### src/rtl/cv32e40p_ft_status_collector.sv
// Fault-tolerance status collector: per-unit event counters, sticky flags and replica force
// register behind a 1-cycle-latency register port, with a level interrupt.

module cv32e40p_ft_status_unit #(
    parameter int unsigned CNT_W = 16
) (
    input  logic             clk,
    input  logic             rst_n,
    input  logic             det_i,
    input  logic             cor_i,
    input  logic [2:0]       brk_i,
    input  logic             wr_i,
    input  logic [1:0]       sub_i,
    input  logic [6:0]       wdata_i,
    output logic [CNT_W-1:0] det_cnt_o,
    output logic [CNT_W-1:0] cor_cnt_o,
    output logic [2:0]       newbrk_o,
    output logic             uncor_o,
    output logic [2:0]       force_o
);

    logic [CNT_W-1:0] det_cnt_q, det_cnt_d;
    logic [CNT_W-1:0] cor_cnt_q, cor_cnt_d;
    logic [2:0]       newbrk_q, newbrk_d;
    logic [2:0]       brk_prev_q;
    logic             uncor_q, uncor_d;
    logic [2:0]       force_q, force_d;

    // Clear is applied first so an event in the same cycle still lands (result 1).
    function automatic logic [CNT_W-1:0] cnt_next(input logic [CNT_W-1:0] cur,
                                                  input logic clr, input logic inc);
        logic [CNT_W-1:0] base;
        base = clr ? '0 : cur;
        if (inc && (base != '1)) base = base + CNT_W'(1);
        return base;
    endfunction

    always_comb begin
        det_cnt_d = cnt_next(det_cnt_q, wr_i && (sub_i == 2'd0), det_i);
        cor_cnt_d = cnt_next(cor_cnt_q, wr_i && (sub_i == 2'd1), cor_i);
        uncor_d   = (uncor_q & ~(wr_i && (sub_i == 2'd2) && wdata_i[6])) | (det_i & ~cor_i);
        newbrk_d  = (newbrk_q & ~({3{wr_i && (sub_i == 2'd2)}} & wdata_i[5:3]))
                  | (brk_i & ~brk_prev_q);
        force_d   = (wr_i && (sub_i == 2'd3)) ? wdata_i[2:0] : force_q;
    end

    always_ff @(posedge clk or negedge rst_n) begin
        if (!rst_n) begin
            det_cnt_q  <= '0;
            cor_cnt_q  <= '0;
            newbrk_q   <= '0;
            brk_prev_q <= '0;
            uncor_q    <= 1'b0;
            force_q    <= '0;
        end else begin
            det_cnt_q  <= det_cnt_d;
            cor_cnt_q  <= cor_cnt_d;
            newbrk_q   <= newbrk_d;
            brk_prev_q <= brk_i;
            uncor_q    <= uncor_d;
            force_q    <= force_d;
        end
    end

    assign det_cnt_o = det_cnt_q;
    assign cor_cnt_o = cor_cnt_q;
    assign newbrk_o  = newbrk_q;
    assign uncor_o   = uncor_q;
    assign force_o   = force_q;

endmodule

module cv32e40p_ft_status_collector #(
    parameter int unsigned N_UNITS = 4,
    parameter int unsigned CNT_W   = 16,
    localparam int unsigned ADDR_W = $clog2(N_UNITS) + 2
) (
    input  logic                   clk,
    input  logic                   rst_n,
    input  logic [N_UNITS-1:0]     err_detected_i,
    input  logic [N_UNITS-1:0]     err_corrected_i,
    input  logic [3*N_UNITS-1:0]   is_broken_i,
    output logic [3*N_UNITS-1:0]   set_broken_o,
    input  logic                   req_i,
    input  logic                   we_i,
    input  logic [ADDR_W-1:0]      addr_i,
    input  logic [31:0]            wdata_i,
    output logic                   rvalid_o,
    output logic [31:0]            rdata_o,
    output logic                   irq_o
);

    logic [N_UNITS-1:0][CNT_W-1:0] det_cnt, cor_cnt;
    logic [N_UNITS-1:0][2:0]       newbrk, force_bits;
    logic [N_UNITS-1:0]            uncor, unit_flag;
    logic [N_UNITS-1:0]            unit_wr;
    int unsigned                   unit_sel;
    logic [1:0]                    sub;
    logic [31:0]                   rd_mux;
    logic                          rvalid_q, irq_q;
    logic [31:0]                   rdata_q;

    assign unit_sel = 32'(addr_i >> 2);
    assign sub      = addr_i[1:0];

    for (genvar u = 0; u < N_UNITS; u++) begin : g_unit
        assign unit_wr[u]   = req_i & we_i & (unit_sel == u);
        assign unit_flag[u] = uncor[u] | (|newbrk[u]);

        cv32e40p_ft_status_unit #(.CNT_W(CNT_W)) i_unit (
            .clk       (clk),
            .rst_n     (rst_n),
            .det_i     (err_detected_i[u]),
            .cor_i     (err_corrected_i[u]),
            .brk_i     (is_broken_i[3*u +: 3]),
            .wr_i      (unit_wr[u]),
            .sub_i     (sub),
            .wdata_i   (wdata_i[6:0]),
            .det_cnt_o (det_cnt[u]),
            .cor_cnt_o (cor_cnt[u]),
            .newbrk_o  (newbrk[u]),
            .uncor_o   (uncor[u]),
            .force_o   (force_bits[u])
        );

        assign set_broken_o[3*u +: 3] = force_bits[u];
    end

    // Out-of-range units match no iteration and read as zero.
    always_comb begin
        rd_mux = '0;
        for (int unsigned u = 0; u < N_UNITS; u++) begin
            if (unit_sel == u) begin
                case (sub)
                    2'd0:    rd_mux = 32'(det_cnt[u]);
                    2'd1:    rd_mux = 32'(cor_cnt[u]);
                    2'd2:    rd_mux = {25'd0, uncor[u], newbrk[u], is_broken_i[3*u +: 3]};
                    default: rd_mux = {29'd0, force_bits[u]};
                endcase
            end
        end
    end

    always_ff @(posedge clk or negedge rst_n) begin
        if (!rst_n) begin
            rvalid_q <= 1'b0;
            rdata_q  <= '0;
            irq_q    <= 1'b0;
        end else begin
            rvalid_q <= req_i & ~we_i;
            rdata_q  <= (req_i & ~we_i) ? rd_mux : '0;
            irq_q    <= |unit_flag;
        end
    end

    assign rvalid_o = rvalid_q;
    assign rdata_o  = rdata_q;
    assign irq_o    = irq_q;

endmodule

### config.mk
export PLATFORM = sky130hd
export DESIGN_NAME = cv32e40p_ft_status_collector
export DESIGN_NICKNAME = d
export VERILOG_FILES = /design/src/rtl/cv32e40p_ft_status_collector.sv
export SDC_FILE = /design/constraint.sdc
export NUM_CORES = 1
export LEC_CHECK = 0
export ABC_AREA = 1
export BUFFER_PORTS_ARGS = -buffer_cell sky130_fd_sc_hd__clkbuf_2
export CAP_MARGIN = 20
export CORE_AREA = 4 4 172 174
export CTS_BUF_LIST = sky130_fd_sc_hd__clkbuf_16
export DETAILED_ROUTE_END_ITERATION = 8
export DIE_AREA = 0 0 176 178
export GPL_TIMING_DRIVEN = 0
export PLACE_DENSITY_LB_ADDON = 0.15
export SYNTH_ARGS = -nofsm -noshare
export SYNTH_HDL_FRONTEND = slang
export SYNTH_SLANG_ARGS = --single-unit
### constraint.sdc
create_clock -name clk -period 2 [get_ports clk]
set_input_delay 0.2 -clock clk [delete_from_list [all_inputs] [get_ports clk]]
set_output_delay 0.2 -clock clk [all_outputs]
set_load 0.01 [all_outputs]
# --- After elaboration in Yosys (flattened, before gate mapping) ---
# Cells that the tools add are included.
word_totals:
  regBits: 202
  inputBits: 60
  output_inout_bits: 46
  elab_cells: 164
classes:
  n_addsub: 8
  n_eq_ne: 14
  muxes: 25
  n_bitwise: 55
  reduce_logical: 35
op_table:
  columns: ["cell", "count"]
  rows:
  - ["$mux W16", 16]
  - ["$pmux W16 S3", 4]
  - ["$mux W32", 5]
  - ["$add A16 B1 Y16 const B", 8]
  - ["$ne A16 B16 Y1 const B", 8]
  - ["$and A3 B3 Y3", 12]
  - ["$logic_not A32 Y1", 1]
  - ["$logic_and A1 B1 Y1", 28]
  - ["$not A3 Y3", 8]
  - ["$and A1 B1 Y1", 14]
  - ["$or A3 B3 Y3", 4]
  - ["$reduce_or A3 Y1", 4]
  - ["$not A1 Y1", 9]
  - ["$eq A2 B2 Y1 const B", 4]
  - ["$or A1 B1 Y1", 8]
  - ["$eq A2 B1 Y1 const B", 2]
  - ["$reduce_or A4 Y1", 1]
  - ["$logic_not A2 Y1", 1]

# --- Longest topological paths before layout ---
# Gate-level depths: netlist of the first run.
depth:
  word_depth: 7
  ltp_mapped: 18

# --- Hierarchy ---
# A second synthesis of the first run with hierarchy kept.
unflattened:
  hier_cells: 1991
  hier_area_um2: 13304.0
by_module_without_submodules:
  columns: ["mod", "n_inst", "cells_per_inst", "area_each_um2"]
  rows:
  - ["cv32e40p_ft_status_unit (g_unit[0].i_unit ...)", 2, 394, 2787.7]
  - ["cv32e40p_ft_status_unit (g_unit[2].i_unit ...)", 2, 389, 2727.6]
  - ["cv32e40p_ft_status_collector", 1, 425, 2273.4]

# --- Worst setup path after synthesis of the first run ---
# No wires, ideal clock.
synth_timing:
  path_kind: "in2reg"
  start: "input addr_i[2]"
  end: "register g_unit[0].i_unit.cor_cnt_q[7]"
  setup_time_ns: 0.117
  t_arrival_ns: 2.186
  t_required_ns: 1.883
  path_slack_ns: -0.303
  path_stages: 15
  n_path_buf: 4
  path_cell_list: "buf_2 -> nor2_2 -> nand3_4 -> buf_6 -> buf_2 -> nand2_1 -> inv_1 -> ha_1 -> nand4_1 -> nor2_1 -> nand2_1 -> nand2_2 -> buf_2 -> nand2_1 -> nand2_1"
synth_via:
  elab_chain_cells: 7
  elab_cells_between_ends: 8
  cone_classes: "add/sub (1); eq/ne (1); mux (2); bitwise (1); reduce/logical (3)"
synth_lines:
  columns: ["item", "line", "source"]
  rows:
  - ["start: declaration", "86", "input logic [ADDR_W-1:0] addr_i,"]
  - ["$logic_not A32 Y1 *", "107", "assign unit_wr[u] = req_i & we_i & (unit_sel == u);"]
  - ["$and A1 B1 Y1 *", "107", null]
  - ["$logic_and A1 B1 Y1 *", "40", "cor_cnt_d = cnt_next(cor_cnt_q, wr_i && (sub_i == 2'd1), cor_i);"]
  - ["$mux W16 *", "33", "base = clr ? '0 : cur;"]
  - ["parallel branches: the longest is 2 deep, another holds $add A16 B1 Y16", null, null]
  - ["$mux W16 *", "34", "if (inc && (base != '1)) base = base + CNT_W'(1);"]
  - ["via g_unit[0].i_unit.cor_cnt_d[7]", "23", "logic [CNT_W-1:0] cor_cnt_q, cor_cnt_d;"]
  - ["end signal: assignment", "57", "cor_cnt_q <= cor_cnt_d;"]
  - ["end: declaration", "23", null]
# Mark *: on every way through the listed nets, which the timed path passes.
# A chain may end at the register's enable or synchronous reset.

# --- Worst setup path after layout of the first run ---
layout_timing:
  start: "input addr_i[0]"
  end: "register rdata_q[7], in the netlist rdata_o[7]"
layout_via:
  elab_chain_cells: 7
  elab_cells_between_ends: 12
  cone_classes: "eq/ne (2); mux (9); reduce/logical (1)"
layout_lines:
  columns: ["item", "line", "source"]
  rows:
  - ["$eq A2 B2 Y1 (tied with other cells)", "134", "case (sub)"]
  - ["$pmux W16 S3", "134", null]
  - ["$mux W32 (3 in a row)", "133", "if (unit_sel == u) begin"]
  - ["$mux W32 *", "133", null]
  - ["$mux W32 *", "151", "rdata_q <= (req_i & ~we_i) ? rd_mux : '0;"]
  - ["end signal: assignment", "151", null]
  - ["end: declaration", "101", "logic [31:0] rdata_q;"]
# Mark *: on every way between the ends. The rest lies on a longest branch, timed or not.

==> metrics.txt, run 1 <==
# TYPE chip_impl_metric gauge
chip_impl_info{name="top_library_cells_by_usage_in_the_layout_fill_and_taps_aside",value="sky130_fd_sc_hd__nand2_1 (747), sky130_fd_sc_hd__inv_1 (227), sky130_fd_sc_hd__dfrtp_1 (186)"} 1
chip_impl_metric{name="synth-edff-count",unit=""} 0
chip_impl_metric{name="core",unit="sq mm"} 0.0278
chip_impl_metric{name="htreeDepth",unit=""} 4
chip_impl_metric{name="worstMarginPinSlew",unit="ns"} 0.719
chip_impl_info{name="hold_path.class",value="in -> reg"} 1
chip_impl_metric{name="total_leakage_power",unit="uW"} 0.00788
chip_impl_metric{name="cts_buffers",unit=""} 17
chip_impl_info{name="cells_traversed_along_the_worst_timing_path",value="clkbuf_4 -> nor2_4 -> buf_6 -> clkbuf_1 -> a21oi_1 -> a22o_1 -> nor4_1"} 1
chip_impl_metric{name="number_of_drc_markers_in_iteration_0",unit=""} 1213
chip_impl_metric{name="number_of_top_level_pins",unit=""} 106
chip_impl_metric{name="final_setup_violation_count",unit=""} 0
chip_impl_metric{name="all_layer_global_routing_usage",unit="%"} 27.1
chip_impl_metric{name="clock-sinks",unit=""} 186
chip_impl_info{name="status",value="finished clean"} 1
chip_impl_info{name="slowest_stage_cell_on_the_critical_path",value="sky130_fd_sc_hd__clkbuf_1"} 1
chip_impl_metric{name="synthesized_area",unit="sq mm"} 0.0125
chip_impl_metric{name="synth.distinct_cells",unit=""} 42
chip_impl_metric{name="maxCapViolations",unit=""} 0
chip_impl_metric{name="die_area",unit="sq mm"} 0.0313
chip_impl_metric{name="fillerInstances",unit=""} 2789
chip_impl_info{name="ys.flop_type",value="sky130_fd_sc_hd__dfrtp_1"} 1
chip_impl_info{name="startpoint_type",value="input pin"} 1
chip_impl_metric{name="grt_overflow",unit=""} 0
chip_impl_info{name="commonest_non_fill_non_tap_cell_in_the_layout",value="sky130_fd_sc_hd__nand2_1"} 1
chip_impl_metric{name="fp.dieH",unit="um"} 178
chip_impl_metric{name="async_reset_ff_share",unit="%"} 100
chip_impl_metric{name="fin_hold_ws",unit="ns"} 0.0344
chip_impl_metric{name="timing.final.hold_violations",unit=""} 0
chip_impl_metric{name="clkLatencyLatePin",unit="ns"} 0.46
chip_impl_metric{name="grt_start_max_net_pins",unit=""} 109
chip_impl_metric{name="reg2regPathDepth",unit=""} 11
chip_impl_info{name="clock_tree.root_cell",value="sky130_fd_sc_hd__clkbuf_16"} 1
chip_impl_metric{name="cp_data_required_time",unit="ns"} 2.27
chip_impl_metric{name="hold_depth",unit=""} 3
chip_impl_metric{name="vias",unit=""} 12896
chip_impl_metric{name="place_worst_setup_slack",unit="ns"} -0.723
chip_impl_metric{name="max_freq",unit="MHz"} 504
chip_impl_metric{name="antenna_found_initial",unit=""} 0
chip_impl_metric{name="dpl-instance-area",unit="sq mm"} 0.0136
chip_impl_metric{name="placementRows",unit=""} 61
chip_impl_metric{name="min_period_over_period",unit="%"} 99.2
chip_impl_metric{name="synth_seq_cells",unit=""} 186
chip_impl_metric{name="fin_nets",unit=""} 2124
chip_impl_info{name="rr_endpoint",value="g_unit[1].i_unit.cor_cnt_o[9]"} 1
chip_impl_metric{name="timing.critical_path.fanout_max",unit=""} 10
chip_impl_metric{name="setup_ws",unit="ns"} 0.0161
chip_impl_metric{name="avgRoutedWirePerCell",unit="um"} 17.2
chip_impl_metric{name="place.port_buffers",unit=""} 63
chip_impl_info{name="hold_wc_startpoint",value="err_corrected_i[0]"} 1
chip_impl_info{name="cts_tree",value="done"} 1
chip_impl_metric{name="number_of_pins_exceeding_their_max_slew_limit_in_the_final_report",unit=""} 0
chip_impl_metric{name="synthesis.area_per_instance",unit="sq um"} 6.59
chip_impl_metric{name="path_buf_inv",unit=""} 3
chip_impl_metric{name="skew",unit="ns"} 0.0151
chip_impl_metric{name="route.antenna.remaining_nets",unit=""} 0
chip_impl_metric{name="slew_headroom",unit="%"} 52.1
chip_impl_metric{name="arrival",unit="ns"} 2.26
chip_impl_info{name="crit_type",value="in -> reg"} 1
chip_impl_metric{name="final_layout_size_suffix_gt1_share",unit="%"} 14.2
chip_impl_metric{name="post-route-cell-area",unit="sq mm"} 0.0150
chip_impl_metric{name="detailed_place_hpwl",unit="mm"} 31.7
chip_impl_metric{name="routed_via_density",unit=""} 5.27
chip_impl_metric{name="yosys_warnings",unit=""} 0
chip_impl_metric{name="die_x",unit="um"} 176
chip_impl_info{name="cp-end-kind",value="register"} 1
chip_impl_metric{name="peakVddDrop",unit="V"} 0.000616
chip_impl_info{name="r2r_start",value="g_unit[1].i_unit.cor_cnt_o[1]"} 1
chip_impl_info{name="worst_hold_path.endpoint",value="g_unit[0].i_unit.cor_cnt_o[14]"} 1
chip_impl_metric{name="drcViolationCount",unit=""} 0
chip_impl_metric{name="grt_pass1_vias",unit=""} 12160
chip_impl_metric{name="clockBufferDepth",unit=""} 2
chip_impl_metric{name="routabilityCongestion",unit=""} 0.948
chip_impl_metric{name="finalCriticalPeriod",unit="ns"} 1.98
chip_impl_metric{name="antenna-diode-count",unit=""} 0
chip_impl_info{name="category_of_cells_accounting_for_the_largest_share_of_critical_path_delay",value="buffers and inverters"} 1
chip_impl_metric{name="critPathMaxStageDelay",unit="ns"} 0.57
chip_impl_metric{name="grt_pass1_wl",unit="mm"} 66.5
chip_impl_metric{name="drt_pass1_iterations",unit=""} 5
chip_impl_metric{name="cts.clk_slew.worst_paths",unit="ns"} 0.08
chip_impl_metric{name="postSynthCellCount",unit=""} 1903
chip_impl_metric{name="area_growth",unit="%"} 19.3
chip_impl_metric{name="pwr_density_cell",unit="mW/mm^2"} 747
chip_impl_metric{name="initial_utilization",unit="%"} 45.1
chip_impl_metric{name="postRouteWirelength",unit="mm"} 42.0
chip_impl_metric{name="final_core_util",unit="%"} 53.8
chip_impl_metric{name="setup.reg_to_reg.worst_slack",unit="ns"} 0.09
chip_impl_metric{name="synth_seq_area_share",unit="%"} 37.1
==> worst max-delay path by stage <==
stage | end | from | depth (start not counted)
after global routing | g_unit[3].i_unit.det_cnt_o[8] | addr_i[0] | 18
after global placement | g_unit[1].i_unit.det_cnt_o[9] | rst_n | 1
after CTS | g_unit[0].i_unit.det_cnt_o[13] | addr_i[0] | 16
after detailed placement | g_unit[0].i_unit.det_cnt_o[8] | addr_i[0] | 16
after floorplan | g_unit[0].i_unit.cor_cnt_o[7] | addr_i[2] | 15
final | rdata_o[7] | addr_i[0] | 7
==> worst min-delay path: cells and delay by family <==
family	cells	cell delay, ns
buffers and inverters	1	0.12
AND/OR/NAND/NOR	2	0.14
==> registers in the layout, indices dropped and copies added, names as in the netlist <==
| register | count |
|---|---|
| g_unit.i_unit.cor_cnt_o | 64 |
| rvalid_o | 1 |
| g_unit.i_unit.uncor_o | 4 |
| irq_o | 1 |
| g_unit.i_unit.newbrk_o | 12 |
| rdata_o | 16 |
| g_unit.i_unit.brk_prev_q | 12 |
| g_unit.i_unit.force_o | 12 |
| g_unit.i_unit.det_cnt_o | 64 |
==> kinds of logic after synthesis <==
kind of cell | share of synthesized area, %
compound gates | 7.76
xor+xnor | 4.12
fa+ha+maj | 0.799
buf+inv | 11.1
flops | 37.1
other cells | 0.0299
simple gates | 39.1
==> routing by layer <==
metal | up-vias | track usage, % | share of wire, %
met4 | 0 | 10.4 | 3.6
met1 | 6040 | 36.5 | 43
met5 | - | 0 | 0
met2 | 491 | 44.2 | 46
li1 | 6283 | - | -
met3 | 82 | 4.22 | 7.0
==> power breakdown <==
| part | total [uW] | switching (uW) | internal (uW) |
|---|---|---|---|
| Clock | 3580 | 1780 | 1800 |
| Sequential | 4850 | 614 | 4240 |
| Combinational | 2750 | 1710 | 1030 |
==> per-stage QoR <==
step	std cells	power (uW)	TNS, ns
final	2447	11200	0
after global routing	2447	11800	-0.0143
after CTS	2416	11100	0
after detailed placement	2360	7430	-72.24
after global placement	2359	7370	-640.45
after floorplan	1918	6510	0
==> synthesized netlist by cell type (4+ instances only) <==
cell                         n  area share, %
sky130_fd_sc_hd__inv_1     233            7.0
sky130_fd_sc_hd__a41oi_1     4           0.28
sky130_fd_sc_hd__buf_2      15           0.60
sky130_fd_sc_hd__nor2_1    156            4.7
sky130_fd_sc_hd__clkbuf_1   17           0.51
sky130_fd_sc_hd__ha_1        8           0.80
sky130_fd_sc_hd__nand4_1    45            2.2
sky130_fd_sc_hd__nand2_2     8           0.40
sky130_fd_sc_hd__a221oi_1   10           0.70
sky130_fd_sc_hd__o221ai_1    7           0.49
sky130_fd_sc_hd__a22o_1      6           0.42
sky130_fd_sc_hd__nor4_1      7           0.35
sky130_fd_sc_hd__buf_4      31            1.9
sky130_fd_sc_hd__nor3_1     17           0.68
sky130_fd_sc_hd__xnor2_1    15            1.0
sky130_fd_sc_hd__nand3_1   135            5.4
sky130_fd_sc_hd__a21oi_2     4           0.28
sky130_fd_sc_hd__dfrtp_1   186             37
sky130_fd_sc_hd__o22ai_1    14           0.70
sky130_fd_sc_hd__buf_6       4           0.36
sky130_fd_sc_hd__o211ai_1    6           0.36
sky130_fd_sc_hd__inv_2      25           0.75
sky130_fd_sc_hd__a21oi_1    19           0.76
sky130_fd_sc_hd__nand3b_1    9           0.54
sky130_fd_sc_hd__o21ai_0    79            3.2
sky130_fd_sc_hd__nor2_2     16           0.80
sky130_fd_sc_hd__xor2_1     44            3.1
sky130_fd_sc_hd__nand2_1   759             23
==> cell type report <==
cell class | count | area [sq um] | share of cell area, %
Tap cell | 378 | 473 | 3.16
Clock inverter | 15 | 176 | 1.18
Inverter | 259 | 975 | 6.52
Multi-Input combinational cell | 1406 | 6900 | 46.1
Sequential cell | 186 | 4650 | 31.1
Buffer | 67 | 549 | 3.67
Timing Repair Buffer | 119 | 807 | 5.39
Clock buffer | 17 | 425 | 2.84
==> timing repair <==
| item | CTS | global route |
|---|---|---|
| hold endpoints to repair | 91 | 0 |
| cloned | 0 | 2 |
| hold buffers | 15 | 0 |
| endpoints found under the setup margin | 102 | 119 |
| setup buffers | 9 | 29 |
| pin swaps | 9 | 20 |
| gates resized for setup | 22 | 47 |
No activity file was read; power rests on OpenSTA's default activity.
==> run 2, diff against run 1 <==
==> constraint.sdc (replaced) <==
create_clock -name clk -period 1.9 [get_ports clk]
set_input_delay 0.19 -clock clk [delete_from_list [all_inputs] [get_ports clk]]
set_output_delay 0.19 -clock clk [all_outputs]
set_load 0.01 [all_outputs]
==> metrics.txt, run 2 (synthesized netlist as in run 1, its figures left out) <==
# TYPE chip_impl_metric gauge
chip_impl_info{name="status",value="finished clean"} 1
chip_impl_metric{name="cp_data_required_time",unit="ns"} 2.19
chip_impl_info{name="cp-end-kind",value="register"} 1
chip_impl_metric{name="vias",unit=""} 12996
chip_impl_metric{name="power.total",unit="uW"} 11900
chip_impl_metric{name="grt_pass1_wl",unit="mm"} 66.7
chip_impl_metric{name="critPathMaxStageDelay",unit="ns"} 0.54
chip_impl_metric{name="arrival",unit="ns"} 2.16
chip_impl_metric{name="fillerInstances",unit=""} 2752
chip_impl_metric{name="clkLatencyLatePin",unit="ns"} 0.46
chip_impl_metric{name="timing.critical_path.fanout_max",unit=""} 10
chip_impl_metric{name="max_freq",unit="MHz"} 533
chip_impl_info{name="clock_tree.root_cell",value="sky130_fd_sc_hd__clkbuf_16"} 1
chip_impl_metric{name="routed_via_density",unit=""} 5.27
chip_impl_info{name="cells_traversed_along_the_worst_timing_path",value="clkbuf_4 -> buf_8 -> buf_4 -> inv_2 -> nand2_4 -> clkbuf_1 -> o21ai_0 -> a21oi_1 -> o22ai_1 -> nor2_1 -> nor2_1"} 1
chip_impl_metric{name="number_of_top_level_pins",unit=""} 106
chip_impl_metric{name="route.antenna.remaining_nets",unit=""} 0
chip_impl_metric{name="drt_pass1_iterations",unit=""} 5
chip_impl_metric{name="fin_nets",unit=""} 2141
chip_impl_metric{name="initial_utilization",unit="%"} 45.1
chip_impl_metric{name="number_of_drc_markers_in_iteration_0",unit=""} 1194
chip_impl_metric{name="total_leakage_power",unit="uW"} 0.00804
chip_impl_metric{name="cts.clk_slew.worst_paths",unit="ns"} 0.08
chip_impl_info{name="crit_path_frequent_cell",value="sky130_fd_sc_hd__nor2_1"} 1
chip_impl_metric{name="place.port_buffers",unit=""} 63
chip_impl_info{name="crit_path_end",value="rdata_o[6]"} 1
chip_impl_metric{name="combinationalPowerShare",unit="%"} 25.7
chip_impl_info{name="startpoint_type",value="input pin"} 1
chip_impl_metric{name="grt_start_max_net_pins",unit=""} 107
chip_impl_metric{name="worstMarginPinSlew",unit="ns"} 0.789
chip_impl_metric{name="gr-usage-met3",unit="%"} 4.37
chip_impl_metric{name="die_area",unit="sq mm"} 0.0313
chip_impl_metric{name="clockPowerShare",unit="%"} 31.3
chip_impl_metric{name="finalCriticalPeriod",unit="ns"} 1.88
chip_impl_metric{name="hold_depth",unit=""} 3
chip_impl_metric{name="dpl-instance-area",unit="sq mm"} 0.0138
chip_impl_metric{name="routabilityCongestion",unit=""} 0.969
chip_impl_info{name="rr_endpoint",value="g_unit[0].i_unit.det_cnt_o[13]"} 1
chip_impl_info{name="commonest_non_fill_non_tap_cell_in_the_layout",value="sky130_fd_sc_hd__nand2_1"} 1
chip_impl_metric{name="reg2regPathDepth",unit=""} 11
chip_impl_metric{name="p_int",unit="uW"} 7430
chip_impl_metric{name="grt_overflow",unit=""} 0
chip_impl_info{name="top_library_cells_by_usage_in_the_layout_fill_and_taps_aside",value="sky130_fd_sc_hd__nand2_1 (741), sky130_fd_sc_hd__inv_1 (221), sky130_fd_sc_hd__dfrtp_1 (184)"} 1
chip_impl_metric{name="setup.reg_to_reg.worst_slack",unit="ns"} 0.06
chip_impl_metric{name="setup_ws",unit="ns"} 0.0240
chip_impl_metric{name="htreeDepth",unit=""} 4
chip_impl_metric{name="area_growth",unit="%"} 21.9
chip_impl_metric{name="clock-sinks",unit=""} 186
chip_impl_metric{name="use_met1",unit="%"} 36.5
chip_impl_info{name="grt-busiest-layer",value="met2"} 1
chip_impl_metric{name="fin_tns_setup",unit="ns"} 0
chip_impl_metric{name="detailed_place_hpwl",unit="mm"} 32.0
chip_impl_metric{name="die_x",unit="um"} 176
chip_impl_metric{name="avgRoutedWirePerCell",unit="um"} 17.4
chip_impl_metric{name="power_frac_seq",unit="%"} 43.0
chip_impl_info{name="hold_path.class",value="in -> reg"} 1
chip_impl_info{name="cts_tree",value="done"} 1
chip_impl_metric{name="antenna_found_initial",unit=""} 0
chip_impl_info{name="crit_type",value="in -> reg"} 1
chip_impl_metric{name="maxCapViolations",unit=""} 0
chip_impl_info{name="r2r_start",value="g_unit[0].i_unit.det_cnt_o[0]"} 1
chip_impl_metric{name="number_of_pins_exceeding_their_max_slew_limit_in_the_final_report",unit=""} 0
chip_impl_metric{name="clockBufferDepth",unit=""} 2
chip_impl_metric{name="final_setup_violation_count",unit=""} 0
chip_impl_metric{name="drcViolationCount",unit=""} 0
chip_impl_metric{name="grt_pass1_vias",unit=""} 12128
chip_impl_metric{name="final_layout_size_suffix_gt1_share",unit="%"} 15.8
chip_impl_info{name="slowest_stage_cell_on_the_critical_path",value="sky130_fd_sc_hd__clkbuf_1"} 1
chip_impl_metric{name="peakVddDrop",unit="V"} 0.000663
chip_impl_metric{name="groute.layer.met2.usage",unit="%"} 44.4
chip_impl_metric{name="postRouteWirelength",unit="mm"} 42.8
chip_impl_metric{name="antenna-diode-count",unit=""} 0
chip_impl_info{name="start_point_of_the_critical_path",value="addr_i[1]"} 1
chip_impl_info{name="rsz0062_at_grt",value="yes"} 1
chip_impl_metric{name="net-switching-power",unit="uW"} 4440
chip_impl_metric{name="placementRows",unit=""} 61
chip_impl_metric{name="slew_headroom",unit="%"} 47.4
chip_impl_metric{name="final_core_util",unit="%"} 55.0
chip_impl_metric{name="power.share.switching",unit="%"} 37.4
chip_impl_metric{name="all_layer_global_routing_usage",unit="%"} 27.2
chip_impl_metric{name="min_period_over_period",unit="%"} 98.7
chip_impl_metric{name="skew",unit="ns"} 0.0157
chip_impl_metric{name="cts_buffers",unit=""} 17
chip_impl_metric{name="post-route-cell-area",unit="sq mm"} 0.0153
chip_impl_metric{name="core",unit="sq mm"} 0.0278
chip_impl_metric{name="fp.dieH",unit="um"} 178
chip_impl_metric{name="pwr_density_cell",unit="mW/mm^2"} 777
chip_impl_metric{name="place_worst_setup_slack",unit="ns"} -0.690
chip_impl_metric{name="timing.final.hold_violations",unit=""} 0
run 2: changes by cell type in the layout (fill, tap and decap cells not counted), sizes merged:
cell	previous run	this run
clkinv	7	5
clkbuf	96	98
inv	266	267
bufinv	1	0
clkinvlp	0	2
buf	92	107
run 2: timing repair:
item,CTS,global route
hold endpoints to repair,93,1
hold buffers,14,1
resized for setup,24,44
gates cloned,0,3
setup buffers,17,38
pin swaps,13,15
endpoints found under the setup margin,104,121
run 2: worst min-delay path by stage:
stage	startpoint	to	slack [ns]
global route	wdata_i[1]	g_unit[2].i_unit.force_o[1]	0.04
floorplan	rst_n	g_unit[0].i_unit.brk_prev_q[0]	-0.11
CTS	err_corrected_i[0]	g_unit[0].i_unit.cor_cnt_o[14]	0.004
finish	err_detected_i[2]	g_unit[2].i_unit.det_cnt_o[14]	0.03
global placement	is_broken_i[0]	g_unit[0].i_unit.brk_prev_q[0]	0.35
detailed placement	rst_n	g_unit[3].i_unit.cor_cnt_o[11]	0.27
run 2: area by class of cell:
| class | instances | area, sq um | share of cell area [%] |
|---|---|---|---|
| Clock inverter | 15 | 170 | 1.11 |
| Sequential cell | 186 | 4660 | 30.5 |
| Clock buffer | 17 | 425 | 2.78 |
| Inverter | 259 | 991 | 6.49 |
| Tap cell | 378 | 473 | 3.10 |
| Buffer | 66 | 567 | 3.71 |
| Timing Repair Buffer | 137 | 1000 | 6.57 |
| Multi-Input combinational cell | 1406 | 6990 | 45.8 |
run 2: through the flow:
step | std cells | hold slack [ns]
after floorplan | 1918 | -0.106
after global routing | 2464 | 0.0435
after CTS | 2423 | 0.00385
after detailed placement | 2360 | 0.274
after global placement | 2359 | 0.346
final | 2464 | 0.0321
run 2: worst max-delay path: cells and delay by family:
kind                   cells  cell delay [ns]
buffers and inverters      5             0.98
AOI/OAI and AO/OA          3             0.64
and+or+nand+nor            3             0.34
run 2: metal layers:
metal  share of wire, %  routed length, um
met2                 46              19800
met4                3.8               1610
met1                 43              18200
met5                  0                  0
met3                7.3               3110
run 2: power groups by stage:
stage	Clock (uW)	Combinational, uW	Sequential, uW
after global routing	3930	3430	5160
after detailed placement	0	2760	5160
after global placement	0	2670	5160
after floorplan	0	1990	4930
after CTS	3760	2850	5090
final	3720	3050	5100
==> run 3, diff against run 2 <==
--- a/config.mk
+++ b/config.mk
@@ -10,6 +10,7 @@
 export CAP_MARGIN = 20
 export CORE_AREA = 4 4 172 174
 export CTS_BUF_LIST = sky130_fd_sc_hd__clkbuf_16
+export CTS_CLUSTER_DIAMETER = 60
 export DETAILED_ROUTE_END_ITERATION = 8
 export DIE_AREA = 0 0 176 178
 export GPL_TIMING_DRIVEN = 0
==> constraint.sdc (replaced) <==
create_clock -name clk -period 2.3 [get_ports clk]
set_input_delay 0.23 -clock clk [delete_from_list [all_inputs] [get_ports clk]]
set_output_delay 0.23 -clock clk [all_outputs]
set_load 0.01 [all_outputs]
==> metrics.txt, run 3 (synthesized netlist as in run 1, its figures left out) <==
# TYPE chip_impl_metric gauge
chip_impl_metric{name="htreeDepth",unit=""} 4
chip_impl_metric{name="clock-sinks",unit=""} 186
chip_impl_metric{name="net-switching-power",unit="uW"} 3510
chip_impl_metric{name="peakVddDrop",unit="V"} 0.000506
chip_impl_metric{name="final_layout_size_suffix_gt1_share",unit="%"} 11.4
chip_impl_metric{name="final_setup_violation_count",unit=""} 0
chip_impl_info{name="status",value="finished clean"} 1
chip_impl_metric{name="die_area",unit="sq mm"} 0.0313
chip_impl_metric{name="cts.clk_slew.worst_paths",unit="ns"} 0.08
chip_impl_info{name="clock_tree.root_cell",value="sky130_fd_sc_hd__clkbuf_16"} 1
chip_impl_metric{name="cp_data_required_time",unit="ns"} 2.65
chip_impl_metric{name="timing.final.hold_violations",unit=""} 0
chip_impl_info{name="topRoutingLayerUsed",value="met4"} 1
chip_impl_metric{name="detailed_place_hpwl",unit="mm"} 31.5
chip_impl_metric{name="place.port_buffers",unit=""} 63
chip_impl_metric{name="grt_overflow",unit=""} 0
chip_impl_metric{name="maxCapViolations",unit=""} 0
chip_impl_metric{name="antenna_found_initial",unit=""} 0
chip_impl_metric{name="total_leakage_power",unit="uW"} 0.00764
chip_impl_metric{name="all_layer_global_routing_usage",unit="%"} 26.9
chip_impl_metric{name="initial_utilization",unit="%"} 45.1
chip_impl_metric{name="min_period_over_period",unit="%"} 94.6
chip_impl_metric{name="max_freq",unit="MHz"} 460
chip_impl_metric{name="routed_via_density",unit=""} 5.29
chip_impl_metric{name="die_x",unit="um"} 176
chip_impl_metric{name="p_int",unit="uW"} 6060
chip_impl_metric{name="fin_tns_setup",unit="ns"} 0
chip_impl_metric{name="power_frac_seq",unit="%"} 43.8
chip_impl_metric{name="wl_met1",unit="mm"} 18.1
chip_impl_info{name="crit_type",value="in -> reg"} 1
chip_impl_metric{name="number_of_pins_exceeding_their_max_slew_limit_in_the_final_report",unit=""} 0
chip_impl_metric{name="number_of_drc_markers_in_iteration_0",unit=""} 1186
chip_impl_metric{name="postRouteWirelength",unit="mm"} 41.4
chip_impl_metric{name="clockBufferDepth",unit=""} 2
chip_impl_info{name="crit_path_frequent_cell",value="sky130_fd_sc_hd__nand2_1"} 1
chip_impl_metric{name="finalNonFillerCells",unit=""} 2411
chip_impl_metric{name="grt_pass1_wl",unit="mm"} 65.9
chip_impl_metric{name="fin_nets",unit=""} 2088
chip_impl_metric{name="fin_hold_ws",unit="ns"} 0.0727
chip_impl_metric{name="slew_headroom",unit="%"} 48.9
chip_impl_metric{name="timing.critical_path.fanout_max",unit=""} 10
chip_impl_metric{name="cts_buffers",unit=""} 17
chip_impl_metric{name="routabilityCongestion",unit=""} 0.979
chip_impl_metric{name="clkLatencyLatePin",unit="ns"} 0.46
chip_impl_metric{name="worstMarginPinSlew",unit="ns"} 0.767
chip_impl_metric{name="finalCriticalPeriod",unit="ns"} 2.18
chip_impl_metric{name="final_core_util",unit="%"} 51.8
chip_impl_metric{name="dr_wl_met3",unit="mm"} 2.73
chip_impl_info{name="cells_traversed_along_the_worst_timing_path",value="clkbuf_4 -> nor2_4 -> buf_4 -> nand3_2 -> buf_6 -> buf_4 -> nand2_1 -> inv_1 -> ha_2 -> nand4_2 -> nor2_4 -> nand2_1 -> nand2_4 -> buf_4 -> nand2_1 -> nand2_1"} 1
chip_impl_metric{name="core",unit="sq mm"} 0.0278
chip_impl_metric{name="pwr_density_cell",unit="mW/mm^2"} 665
chip_impl_metric{name="dr_wl_met2",unit="mm"} 18.9
chip_impl_info{name="slowest_stage_cell_on_the_critical_path",value="sky130_fd_sc_hd__buf_4"} 1
chip_impl_metric{name="critPathMaxStageDelay",unit="ns"} 0.23
chip_impl_metric{name="fillerInstances",unit=""} 2854
chip_impl_info{name="top_library_cells_by_usage_in_the_layout_fill_and_taps_aside",value="sky130_fd_sc_hd__nand2_1 (756), sky130_fd_sc_hd__inv_1 (232), sky130_fd_sc_hd__dfrtp_1 (186)"} 1
chip_impl_metric{name="drcViolationCount",unit=""} 0
chip_impl_info{name="cts_tree",value="done"} 1
chip_impl_metric{name="number_of_top_level_pins",unit=""} 106
chip_impl_metric{name="vias",unit=""} 12745
chip_impl_metric{name="grt_start_max_net_pins",unit=""} 105
chip_impl_info{name="cp-end-kind",value="register"} 1
chip_impl_metric{name="avgRoutedWirePerCell",unit="um"} 17.2
chip_impl_metric{name="numPlacedInstances",unit=""} 2360
chip_impl_metric{name="drt_pass1_iterations",unit=""} 6
chip_impl_metric{name="antenna-diode-count",unit=""} 0
chip_impl_info{name="hold_path.class",value="in -> reg"} 1
chip_impl_info{name="startpoint_type",value="input pin"} 1
chip_impl_metric{name="route.antenna.remaining_nets",unit=""} 0
chip_impl_metric{name="grt_pass1_vias",unit=""} 12000
chip_impl_metric{name="fp.dieH",unit="um"} 178
chip_impl_metric{name="clockPowerShare",unit="%"} 32.8
chip_impl_metric{name="skew",unit="ns"} 0.0129
chip_impl_metric{name="combinationalPowerShare",unit="%"} 23.3
chip_impl_metric{name="area_growth",unit="%"} 14.8
chip_impl_metric{name="arrival",unit="ns"} 2.52
chip_impl_metric{name="power.share.switching",unit="%"} 36.7
chip_impl_info{name="commonest_non_fill_non_tap_cell_in_the_layout",value="sky130_fd_sc_hd__nand2_1"} 1
chip_impl_metric{name="placementRows",unit=""} 61
[run 3: cell types whose count changed in the layout (fill, tap and decap cells not counted), moves of 4 or more]
| cell | before | now |
|---|---|---|
| sky130_fd_sc_hd__buf_4 | 71 | 37 |
| sky130_fd_sc_hd__buf_8 | 6 | 0 |
| sky130_fd_sc_hd__nand2_4 | 17 | 2 |
| sky130_fd_sc_hd__inv_1 | 221 | 232 |
| sky130_fd_sc_hd__ha_4 | 8 | 1 |
| sky130_fd_sc_hd__buf_6 | 22 | 9 |
| sky130_fd_sc_hd__ha_2 | 0 | 5 |
| sky130_fd_sc_hd__nand2_1 | 741 | 756 |
| sky130_fd_sc_hd__inv_2 | 32 | 25 |
| sky130_fd_sc_hd__nor2_4 | 18 | 9 |
| sky130_fd_sc_hd__clkbuf_4 | 1 | 6 |
| sky130_fd_sc_hd__buf_12 | 4 | 0 |
| sky130_fd_sc_hd__nor2_1 | 143 | 153 |
[run 3: area by class of cell]
cell class,instances,area [sq um],share of cell area [%]
timing repair buffer,85,549,3.82
clock buffer,17,425,2.96
inverter,259,975,6.78
sequential,186,4650,32.4
buffer,65,450,3.13
multi-input combinational,1406,6680,46.5
clock inverter,15,175,1.22
tap,378,473,3.29
[run 3: routing by layer]
metal  up-vias  GRT usage, %
met1      5942          36.5
li1       6196             -
met3       113          4.64
met5         -             0
met4         0          10.9
met2       494          42.9
[run 3: worst max-delay path, delay by kind of cell]
kind | cells | cell delay (ns)
adder cells (fa/ha/maj) | 1 | 0.21
buffers and inverters | 6 | 1.03
AND/OR/NAND/NOR | 9 | 1.03
[run 3: path summary, 6_finish.rpt]
| kind | from | endpoint | slack, ns | cells past startpoint |
|---|---|---|---|---|
| worst max-delay path | addr_i[0] | g_unit[1].i_unit.det_cnt_o[13] | 0.12 | 16 |
| worst min-delay path | err_detected_i[2] | g_unit[2].i_unit.det_cnt_o[14] | 0.07 | 3 |
| worst max register to register | g_unit[1].i_unit.cor_cnt_o[1] | g_unit[1].i_unit.cor_cnt_o[7] | 0.23 | 11 |
| worst min register to register | g_unit[1].i_unit.brk_prev_q[0] | g_unit[1].i_unit.newbrk_o[0] | 0.42 | 1 |
| max in group asynchronous | rst_n | g_unit[2].i_unit.det_cnt_o[14] | 0.96 | 3 |
| min in group asynchronous | rst_n | g_unit[3].i_unit.cor_cnt_o[11] | 0.38 | 2 |
[run 3: timing repair]
action,CTS,global route
pin swaps,4,5
resized for setup,20,26
setup endpoints to repair,78,101
hold buffers,15,0
endpoints found under the hold margin,95,0
buffers inserted,3,3
[run 3: metrics by stage]
stage / area, sq um / power (uW) / worst slack [ns]
2_1_floorplan: 12600 / 5580 / -0.0327
3_3_place_gp: 13400 / 6310 / -2.79
3_5_place_dp: 13400 / 6370 / -0.801
4_1_cts: 14300 / 9540 / 0.0102
5_1_grt: 14400 / 10100 / -0.00493
6_report: 14400 / 9570 / 0.125
[run 3: power by group through the flow]
stage	clock [uW]	sequential (uW)	combinational, uW
5_1_grt	3320	4250	2540
6_report	3140	4190	2230
3_5_place_dp	0	4240	2130
2_1_floorplan	0	4050	1530
3_3_place_gp	0	4240	2070
4_1_cts	3180	4180	2180
